===== src/rtl/mha_head_sequencer.sv =====
// rtl/mha_head_sequencer.sv - score/load/scale/softmax/gemm sequencer for the multi-head attention datapath (optional watchdog: ATTN_SEQ_WATCHDOG_EN)
module mha_head_sequencer #(
    parameter int                NUM_HEADS  = 4,
    parameter int                WDOG_W     = 16,
    parameter logic [WDOG_W-1:0] WDOG_LIMIT = 16'hFFFF,
    localparam int               HSW        = (NUM_HEADS > 1) ? $clog2(NUM_HEADS) : 1
) (
    input  logic           clk,
    input  logic           rst,
    input  logic           start,
    input  logic           abort,
    output logic           score_start,
    input  logic           score_done,
    output logic           load_start,
    input  logic           load_done,
    output logic           scale_start,
    input  logic           scale_done,
    output logic           sm_start,
    input  logic [3:0]     sm_done,
    output logic           gemm_start,
    input  logic           gemm_done,
    output logic [HSW-1:0] head_sel,
    output logic           busy,
    output logic           done,
    output logic           err,
    output logic [2:0]     err_stage
);

    localparam logic [3:0] S_IDLE    = 4'd0;
    localparam logic [3:0] S_SCORE_W = 4'd1;
    localparam logic [3:0] S_LOAD_W  = 4'd2;
    localparam logic [3:0] S_SCALE_W = 4'd3;
    localparam logic [3:0] S_SM_W    = 4'd4;
    localparam logic [3:0] S_GEMM_W  = 4'd5;
    localparam logic [3:0] S_NEXT    = 4'd6;
    localparam logic [3:0] S_DONE    = 4'd7;
    localparam logic [3:0] S_ERR     = 4'd8;

    localparam logic [HSW-1:0] HEAD_LAST = HSW'(NUM_HEADS - 1);

    logic [3:0] state;
    logic [3:0] state_nx;
    logic       start_d;
    logic [3:0] sm_seen;

`ifdef ATTN_SEQ_WATCHDOG_EN
    logic [WDOG_W-1:0] wdog_cnt;
    logic [2:0]        stage_code;

    // Error code of the stage being waited on; zero outside wait states
    always_comb begin
        stage_code = 3'd0;
        case (state)
            S_SCORE_W: stage_code = 3'd1;
            S_LOAD_W:  stage_code = 3'd2;
            S_SCALE_W: stage_code = 3'd3;
            S_SM_W:    stage_code = 3'd4;
            S_GEMM_W:  stage_code = 3'd5;
            default:   stage_code = 3'd0;
        endcase
    end
`endif

    // Next-state: stage handshakes, then watchdog trap, then abort overrides everything
    always_comb begin
        state_nx = state;
        case (state)
            S_IDLE:    if (start && !start_d) state_nx = S_SCORE_W;
            S_SCORE_W: if (score_done) state_nx = S_LOAD_W;
            S_LOAD_W:  if (load_done) state_nx = S_SCALE_W;
            S_SCALE_W: if (scale_done) state_nx = S_SM_W;
            S_SM_W:    if ((sm_seen | sm_done) == 4'hF) state_nx = S_GEMM_W;
            S_GEMM_W:  if (gemm_done) state_nx = S_NEXT;
            S_NEXT:    state_nx = (head_sel == HEAD_LAST) ? S_DONE : S_LOAD_W;
            S_DONE:    state_nx = S_IDLE;
            S_ERR:     state_nx = S_ERR;
            default:   state_nx = S_IDLE;
        endcase
`ifdef ATTN_SEQ_WATCHDOG_EN
        // A done arriving on the limit cycle has already moved state_nx, so it wins
        if ((stage_code != 3'd0) && (state_nx == state) &&
            (wdog_cnt == WDOG_W'(WDOG_LIMIT - 1'b1)))
            state_nx = S_ERR;
`endif
        if (abort)
            state_nx = S_IDLE;
    end

    // State, registered outputs derived from the upcoming state, head index and softmax row tracking
    always_ff @(posedge clk) begin
        if (rst) begin
            state       <= S_IDLE;
            start_d     <= 1'b0;
            score_start <= 1'b0;
            load_start  <= 1'b0;
            scale_start <= 1'b0;
            sm_start    <= 1'b0;
            gemm_start  <= 1'b0;
            head_sel    <= '0;
            busy        <= 1'b0;
            done        <= 1'b0;
            sm_seen     <= 4'h0;
        end else begin
            state       <= state_nx;
            start_d     <= start;
            score_start <= (state_nx == S_SCORE_W) && (state != S_SCORE_W);
            load_start  <= (state_nx == S_LOAD_W)  && (state != S_LOAD_W);
            scale_start <= (state_nx == S_SCALE_W);
            sm_start    <= (state_nx == S_SM_W)    && (state != S_SM_W);
            gemm_start  <= (state_nx == S_GEMM_W)  && (state != S_GEMM_W);
            busy        <= !((state_nx == S_IDLE) || (state_nx == S_DONE) || (state_nx == S_ERR));
            done        <= (state_nx == S_DONE);
            if ((state == S_IDLE) && (state_nx == S_SCORE_W))
                head_sel <= '0;
            else if ((state == S_NEXT) && (state_nx == S_LOAD_W))
                head_sel <= head_sel + 1'b1;
            if ((state_nx == S_SM_W) && (state != S_SM_W))
                sm_seen <= 4'h0;
            else if (state == S_SM_W)
                sm_seen <= sm_seen | sm_done;
        end
    end

`ifdef ATTN_SEQ_WATCHDOG_EN
    // Per-wait-state cycle counter and sticky error report
    always_ff @(posedge clk) begin
        if (rst) begin
            wdog_cnt  <= '0;
            err       <= 1'b0;
            err_stage <= 3'd0;
        end else begin
            if (state_nx != state)
                wdog_cnt <= '0;
            else if (stage_code != 3'd0)
                wdog_cnt <= wdog_cnt + 1'b1;
            err <= (state_nx == S_ERR);
            if (state_nx != S_ERR)
                err_stage <= 3'd0;
            else if (state != S_ERR)
                err_stage <= stage_code;
        end
    end
`else
    logic [WDOG_W-1:0] wdog_unused;
    assign wdog_unused = WDOG_LIMIT;
    assign err         = 1'b0;
    assign err_stage   = 3'd0;
`endif

endmodule


===== config.mk =====
export PLATFORM = sky130hd
export DESIGN_NAME = mha_head_sequencer
export DESIGN_NICKNAME = d
export VERILOG_FILES = /design/src/rtl/mha_head_sequencer.sv
export SDC_FILE = /design/constraint.sdc
export NUM_CORES = 1
export LEC_CHECK = 0
export BUFFER_PORTS_ARGS = -buffer_cell sky130_fd_sc_hd__buf_2
export CORE_AREA = 2 2 48 50
export DETAILED_ROUTE_END_ITERATION = 6
export DIE_AREA = 0 0 50 52
export GPL_TIMING_DRIVEN = 1
export PLACE_DENSITY = 0.8
export SLEW_MARGIN = 20
export SYNTH_ARGS = -nofsm -noshare
export SYNTH_HDL_FRONTEND = slang
export SYNTH_SLANG_ARGS = --single-unit

===== constraint.sdc =====
create_clock -name clk -period 4.1 [get_ports clk]
set_input_delay 0.82 -clock clk [delete_from_list [all_inputs] [get_ports clk]]
set_output_delay 0.82 -clock clk [all_outputs]
set_load 0.02 [all_outputs]

==> results of run 1 <==
-- logic make-up (layout without fill, tap and decap cells) --
family / count (synthesis) / in the layout / synth area share (%)
AOI/OAI and AO/OA: 22 / 22 / 18.5
xor gates and xnor gates: 1 / 1 / 0.885
buffers and inverters: 11 / 25 / 7.46
adders and majority gates: 1 / 1 / 1.26
other: 1 / 4 / 0.379
muxes: 3 / 3 / 3.03
DFF: 18 / 18 / 36.4
and+or+nand+nor: 45 / 45 / 32.1
-- cell usage in the layout (no fill, tap or decap), types with 3 or more instances in the layout --
| master | n |
|---|---|
| clkbuf_4 | 3 |
| nor3_2 | 5 |
| conb_1 | 4 |
| nor3_1 | 3 |
| nor2_1 | 9 |
| dfxtp_1 | 18 |
| buf_2 | 20 |
| mux2i_1 | 3 |
| nand2b_1 | 3 |
| a311oi_1 | 3 |
| a21oi_1 | 6 |
-- per-layer routing --
layer  global-route usage [%]  vias up  share of wire (%)
li1                         -      407                  -
met1                     18.0      387                 42
met2                     25.2       32                 49
met3                     2.87        6                4.7
met4                     15.7        0                4.1
met5                        0        -                  0
-- state kept, by name (all words and copies together) (netlist names) --
name and flops:
state 4, head_sel 2, sm_seen 4, scale_start 1
start_d 1, gemm_start 1, sm_start 1, busy 1
done 1, score_start 1, load_start 1
-- worst min-delay path: stages (launching register included) --
cell	delay [ps]
dfxtp_1	340
a21oi_1	50
nor3_2	90
-- power breakdown --
part	internal (W)	switching (W)	total [W]	leakage, nW
Clock	0.0000542	0.0000527	0.000107	0.0210
Sequential	0.000177	0.00000227	0.000179	0.146
Combinational	0.0000141	0.0000198	0.0000339	0.269
-- worst paths after layout --
kind                                   end  startpoint  cells after the start
worst max-delay path            sm_seen[2]    state[3]                      5
worst min-delay path            sm_seen[3]  sm_seen[3]                      2
worst max register to register  sm_seen[2]    state[3]                      5
worst min register to register  sm_seen[3]  sm_seen[3]                      2
-- cells in the mapped netlist (2+ instances only) --
library cell  instances
a311oi_1              3
nand2b_1              3
buf_2                 2
nand4b_1              2
and2_1                2
nor2b_1               2
nor3_1                3
a21oi_1               6
nor3_2                5
o22a_1                2
and3_1                2
or3_1                 2
o21ai_0               2
dfxtp_1              18
nor2_1                9
mux2i_1               3
nand3_1               2
buf_4                 6
-- final cells by class --
class                           count  area, um2
Sequential cell                    18        360
Multi-Input combinational cell     76        567
Clock buffer                        4       36.3
Timing Repair Buffer               20        100
Inverter                            1       3.75
Tap cell                           28       35.0
Fill cell                         188       1000
-- metrics by stage --
stage / power (W) / setup WS [ps] / instance area (um2)
2_1_floorplan: 0.000210 / 1980 / 1000
3_3_place_gp: 0.000216 / 1910 / 1070
3_5_place_dp: 0.000217 / 1850 / 1070
4_1_cts: 0.000323 / 2110 / 1100
5_1_grt: 0.000336 / 1980 / 1100
6_report: 0.000320 / 2100 / 1100
==> results.md, run 1 <==
* DRT Pass-1 Iters at 4
* Synth area leader: dfxtp_1
* Starting Density at 47.0%
* Tmin final at 2000 ps
* Number of synthesized flops with an enable pin at 0
* Slew Limit Fails at 0
* Antenna violations before repair at 0
* Crit-path max cell delay at 650 ps
* Skew-Pair Late Insertion Delay at 290 ps
* WP data required at 4280 ps
* Via count at 832
* CTS tree: yes
* # diodes at 0
* Largest net degree at the start of global routing at 17
* Non-Filler Instances at 147
* Clock transition at path regs at 90 ps
* Root Buffer: clkbuf_4
* Lkg Pwr at 0.436 nW
* IO Pins at 25
* I/O Buffers at 20
* Area Overhead vs Synth at 11.4%
* Async SR Flop Fraction at 0%
* Syn Area/Cell at 9.70 um2
* Number of hold buffers added after CTS at 0
* Max-Cap Viols at 0
* Vias in the first global route at around 730
* Status: complete, no violations
* Register area share after synthesis at a little over a third
* Hold Vio Cnt, Final at 0
* Synth warnings at 0
* Worst slew pin tran at ~510 ps
* Critical path's slowest cell: dfxtp_1
* Crit path kind: reg -> reg
* Top post-synthesis cells by area: dfxtp_1 36%, nor3_2 5.1%, buf_4 4.6%
* Synthesized area at 990 um2
* Crit path max-delay family: simple AND/OR/NAND/NOR gates
* Post-route ant nets at 0
* Worst hold slack at slightly above 500 ps
* CTS Buf Count at 3
* Die W at 50 um
* CTS Buffer Depth at 2
* Area share of the largest cell type after synthesis at 36.4%
* Synth Flop Type: dfxtp_1
* WL final at 1.89 mm
* Worst path cell trace: nor2_1 -> and4b_4 -> or4_4 -> a21oi_4 -> nor3_2
* Setup tns final at 0 ps
* Iter 0 DRT Violations at 22
* Final core occ at between 50% and 60%
* CP arrival at 2190 ps
* Placed cells at 143
* Die Area at around 2600 um2
* Placed wire-length estimate at 1.44 mm
* Reg2Reg Setup Slack at 2100 ps
* Global-route wire length before repair at 3.02 mm
* Count of cell types in the netlist at 46
* Clk sink count at 18
* Share of layout cells above drive strength 1 at 33.6%
* PostCTS Resize Cnt at 0
* Global route overflow at 0
* Endpoints failing setup at 0
* Drt wl/cell at 12.9 um
* DRC violations left at 0
* Slew headroom at about 66%
* Gpl congestion at 0.885
* Standard-cell rows at 17
* CP Launch Type: flop
* Clock H-tree levels at 1
* Overall track demand over capacity in global routing at between 10% and 20%
* Nets at around 130
* DR vias/cell at 5.66
* Mapped Cells at between 100 and 150
* Post-CTS Setup Bufs at 0
* HP Class: reg -> reg
* Fin crit share at 48.9%
* WP buf/inv at 0
* Worst vdd ir at approximately 0.16 mV
* Layout Skew at 5.11 ps
* Synth Register Bits at 18
* Maximum clock rate at 499 MHz
* Crit Path Max Fanout at 16
* CP endpoint kind: flop
* Die H at 52 um
* Core area at 2110 um2
* RSZ-0062 raised after global routing: false
* P per Cell Area at 290 nW/um2
Note: power is estimated with default switching activity, not from simulation.
==> run 2, diff against run 1 <==
clock period = 2 ns   (was 4.1 ns; I/O delays follow)
==> results.md, run 2 (same netlist as run 1, synthesis figures left out) <==
* Post-DP Area at approximately 1100 um2
* Die H at around 52 um
* Worst Setup SP: state[0]
* CTS Buf Count at 3
* HP Start: start
* Starting Density at a little under half
* Largest net degree at the start of global routing at 15
* Antenna violations before repair at 0
* WP data required at 2200 ps
* Die Area at between 2000 and 3000 um2
* Crit path max-delay family: simple AND/OR/NAND/NOR gates
* Die W at about 50 um
* Endpoints failing setup at 0
* Max-Cap Viols at 0
* Tmin final at 1890 ps
* Setup tns final at 0 ps
* # diodes at 0
* Status: complete, no violations
* RR Endpoint: sm_seen[3]
* Global route overflow at 0
* CTS Buffer Depth at 2
* End of the worst hold path: start_d
* Hold Vio Cnt, Final at 0
* Layout Skew at between 4 and 5 ps
* Cell count of the worst hold path at 2
* Worst slew pin tran at 546 ps
* WL final at 2.16 mm
* Lkg Pwr at 0.459 nW
* Non-Filler Instances at 151
* Most frequent cells in the layout: 20 x buf_2, 15 x dfxtp_1, 9 x nor2_1
* Area Overhead vs Synth at 15.4%
* Gpl congestion at slightly above 0.9
* DRT Pass-1 Iters at 4
* Crit Path Max Fanout at 11
* Fin area at 1140 um2
* Standard-cell rows at 17
* Net Switching at 0.000168 W
* Root Buffer: clkbuf_4
* Sw frac at 25.0%
* Share of layout cells above drive strength 1 at roughly 40%
* Clock transition at path regs at about 100 ps
* HP Class: in -> reg
* Skew-Pair Late Insertion Delay at 310 ps
* Reg2Reg Setup Slack at 110 ps
* DR vias/cell at 5.86
* Worst path cell trace: buf_4 -> nor4b_2 -> and3_1 -> or4_4 -> a21oi_4 -> nor3_2
* Critical path's slowest cell: dfxtp_1
* Worst vdd ir at 0.265 mV
* CP arrival at roughly 2100 ps
* RSZ-0062 raised after global routing: false
* CTS tree: yes
* Fin crit share at 94.6%
* Internal power at 0.000505 W
* Slew headroom at 63.2%
* WP buf/inv at 1
* Placed wire-length estimate at between 1.5 and 2 mm
* CP Launch Type: flop
* Worst R2R Start: state[0]
* Clock H-tree levels at 1
* I/O Buffers at 20
* CP endpoint kind: flop
* Reg2Reg Depth at 6
* Crit path kind: reg -> reg
* Nets at 137
* Most common cell after layout, fill and taps aside: buf_2
* Maximum clock rate at 529 MHz
* Clk network pwr share at 34.4%
* Vias in the first global route at 776
* Core area at 2110 um2
* Overall track demand over capacity in global routing at 18.2%
* Sequential Power Share at between 50% and 60%
* DRC violations left at 0
* Biggest regs: sm_seen x4, state x4, head_sel x2
* Combinational Power Share at 11.0%
* Worst hold slack at about 340 ps
* Total Power at between 0.0006 and 0.0007 W
* IO Pins at 25
* Placed cells at around 150
* Slew Limit Fails at 0
* Crit-path max cell delay at 550 ps
* Drt wl/cell at around 14 um
* Global-route wire length before repair at 3.49 mm
* Iter 0 DRT Violations at 25
* Post-route ant nets at 0
* Via count at 885
* Clk sink count at 18
* P per Cell Area at 589 nW/um2
==> run 2: final cells by class <==
cell class / instances / area (um2)
Inverter: 1 / 3.75
Timing Repair Buffer: 24 / 130
Clock buffer: 4 / 36.3
Tap cell: 28 / 35.0
Multi-Input combinational cell: 76 / 573
Sequential cell: 18 / 364
Fill cell: 181 / 963
==> run 2: layer usage <==
metal  GRT usage [%]  share of wire (%)  vias up  routed length, um
li1                -                  -      415                  -
met1            20.5                 40      428                865
met2            30.9                 51       35               1100
met3            3.16                5.4        7                116
met4            13.4                3.4        0                 74
met5               0                  0        -                  0
==> run 2: power by group through the flow <==
stage          clock network, W  registers (W)   logic, W
2_1_floorplan                 0       0.000376  0.0000553
3_3_place_gp                  0       0.000375  0.0000699
3_5_place_dp                  0       0.000375  0.0000725
4_1_cts                0.000230       0.000367  0.0000727
5_1_grt                0.000245       0.000368  0.0000799
6_report               0.000232       0.000367  0.0000739
==> run 2: timing repair <==
item                                   CTS  global route
setup buffers                            0             0
gates resized for setup                  0             5
setup endpoints to repair                0             6
hold buffers                             0             0
endpoints found under the hold margin    0             0
==> run 2: how the worst max path moves through the flow <==
stage	end	slack, ps	cells after the start
floorplan	sm_seen[0]	160	6
global placement	sm_seen[2]	130	5
detailed placement	sm_seen[3]	70	5
CTS	sm_seen[3]	50	5
global route	load_start	20	5
finish	sm_seen[3]	110	6
==> run 2: per-stage QoR <==
stage / util (%) / worst slack (ps)
floorplan: - / 165
global placement: 52.0 / 133
detailed placement: 52.0 / 73.0
CTS: 53.8 / 45.3
global route: 54.2 / 20.9
finish: 54.2 / 108
==> run 3, diff against run 2 <==
REMOVE_ABC_BUFFERS = 1   (was default)
==> results.md, run 3 (same netlist as run 1, synthesis figures left out) <==
* Status: complete, no violations
* DRT Pass-1 Iters at 4
* Maximum clock rate at between 500 and 600 MHz
* Critical path's slowest cell: or4_4
* Final setup margin at 80.5 ps
* Number of hold buffers added after CTS at 0
* P per Cell Area at 544 nW/um2
* Slew Limit Fails at 0
* CTS Buf Count at 3
* Most common cell after layout, fill and taps aside: buf_2
* Multi-input gate area at 586 um2
* Die W at 50 um
* CP arrival at 2100 ps
* Worst vdd ir at 0.306 mV
* Crit path max-delay family: simple AND/OR/NAND/NOR gates
* Crit-path max cell delay at 570 ps
* Most frequent cells in the layout: 20 x buf_2, 16 x dfxtp_1, 9 x nor2_1
* Clock H-tree levels at 1
* Crit Path Max Fanout at 4
* Clk sink count at 18
* Global-route wire length before repair at 3.44 mm
* Die Area at about 2600 um2
* WP buf/inv at 0
* Fin crit share at 96.0%
* DR vias/cell at 5.72
* Share of layout cells above drive strength 1 at 39.0%
* CTS tree: yes
* Gpl congestion at 0.884
* Layout Skew at 2.90 ps
* Global route overflow at 0
* Max-Cap Viols at 0
* Antenna violations before repair at 0
* CTS Buffer Depth at 2
* Root Buffer: clkbuf_4
* Setup tns final at 0 ps
* CP Launch Type: flop
* Hold Vio Cnt, Final at 0
* Iter 0 DRT Violations at 15
* Lkg Pwr at 0.464 nW
* Skew-Pair Late Insertion Delay at about 300 ps
* Vias in the first global route at between 700 and 800
* Crit path kind: reg -> reg
* Reg2Reg Depth at 6
* Core area at between 2000 and 2500 um2
* Endpoints failing setup at 0
* WP data required at about 2200 ps
* Area Overhead vs Synth at 15.9%
* Standard-cell rows at 17
* DRC violations left at 0
* Clock transition at path regs at about 100 ps
* Nets at approximately 140
* Drt wl/cell at between 10 and 15 um
* CP endpoint kind: flop
* Starting Density at 47.0%
* Tmin final at approximately 1900 ps
* Biggest regs: sm_seen x4, state x4, head_sel x2
* Placed wire-length estimate at 1.59 mm
* RSZ-0062 raised after global routing: false
* HP Class: in -> reg
* Cell count of the worst hold path at 2
* Post-CTS Setup Bufs at 0
* Post-route ant nets at 0
* Largest net degree at the start of global routing at 14
* CP Depth at 6
* Post-Place Setup Slack at around 110 ps
* Placed cells at 148
* IO Pins at 25
* Storage cell area at 363 um2
* Worst path cell trace: ha_1 -> mux2i_2 -> o32ai_2 -> or4_4 -> a21oi_4 -> nor3_2
* # diodes at 0
* PostCTS Resize Cnt at 0
* Total Power at 0.000624 W
* WL final at 2.13 mm
* # fillers at 199
* I/O Buffers at 20
* Die H at 52 um
* Via count at 863
* Worst hold slack at 331 ps
* Non-Filler Instances at 151
* Overall track demand over capacity in global routing at 17.5%
## run 3: cell types whose count changed in the layout (fill, tap and decap cells not counted)
cell      change
ha_1          +1
buf_4         +1
dfxtp_2       -1
dfxtp_1       +1
ha_2          -1
clkbuf_8      -1
nor4_4        +1
nor4_1        -1
## run 3: path summary, 6_finish.rpt
check | from | end | slack, ps
min | start | start_d | 330
max reg2reg | head_sel[0] | sm_seen[0] | 80
max | head_sel[0] | sm_seen[0] | 80
min reg2reg | sm_seen[3] | sm_seen[3] | 520
## run 3: routing by layer
layer  vias to the layer above  routed length [um]  track usage (%)
li1                        415                   -                -
met1                       395                 936             23.8
met2                        46                 984             26.5
met3                         7                 159             2.30
met4                         0                  46             10.2
met5                         -                   0                0
## run 3: layout make-up
cell class | count | share of cell area (%)
inverters | 1 | 0.327
well taps | 28 | 3.05
multi-input cells | 76 | 51.0
clock buffers | 3 | 1.96
repair buffers | 25 | 12.0
flip-flops and latches | 18 | 31.6
## run 3: per-stage QoR
stage / utilization, % / cell area [um2]
floorplan: - / 931
global placement: 52.4 / 1100
global route: 54.5 / 1150
detailed placement: 52.4 / 1100
finish: 54.5 / 1150
CTS: 53.5 / 1130
## run 3: worst reg2reg max path: cells and delay by family (launching register included)
family,cells,cell delay (ps)
DFF,1,340
and+or+nand+nor,2,640
adders and majority gates,1,260
AOI/OAI and AO/OA,2,360
muxes,1,200
## run 3: where the power goes
part / total (W) / switching, W / internal, W
registers: 0.000366 / 0.00000348 / 0.000363
logic: 0.0000791 / 0.0000463 / 0.0000327
clock network: 0.000179 / 0.000109 / 0.0000702
total: 0.000624 / 0.000159 / 0.000466
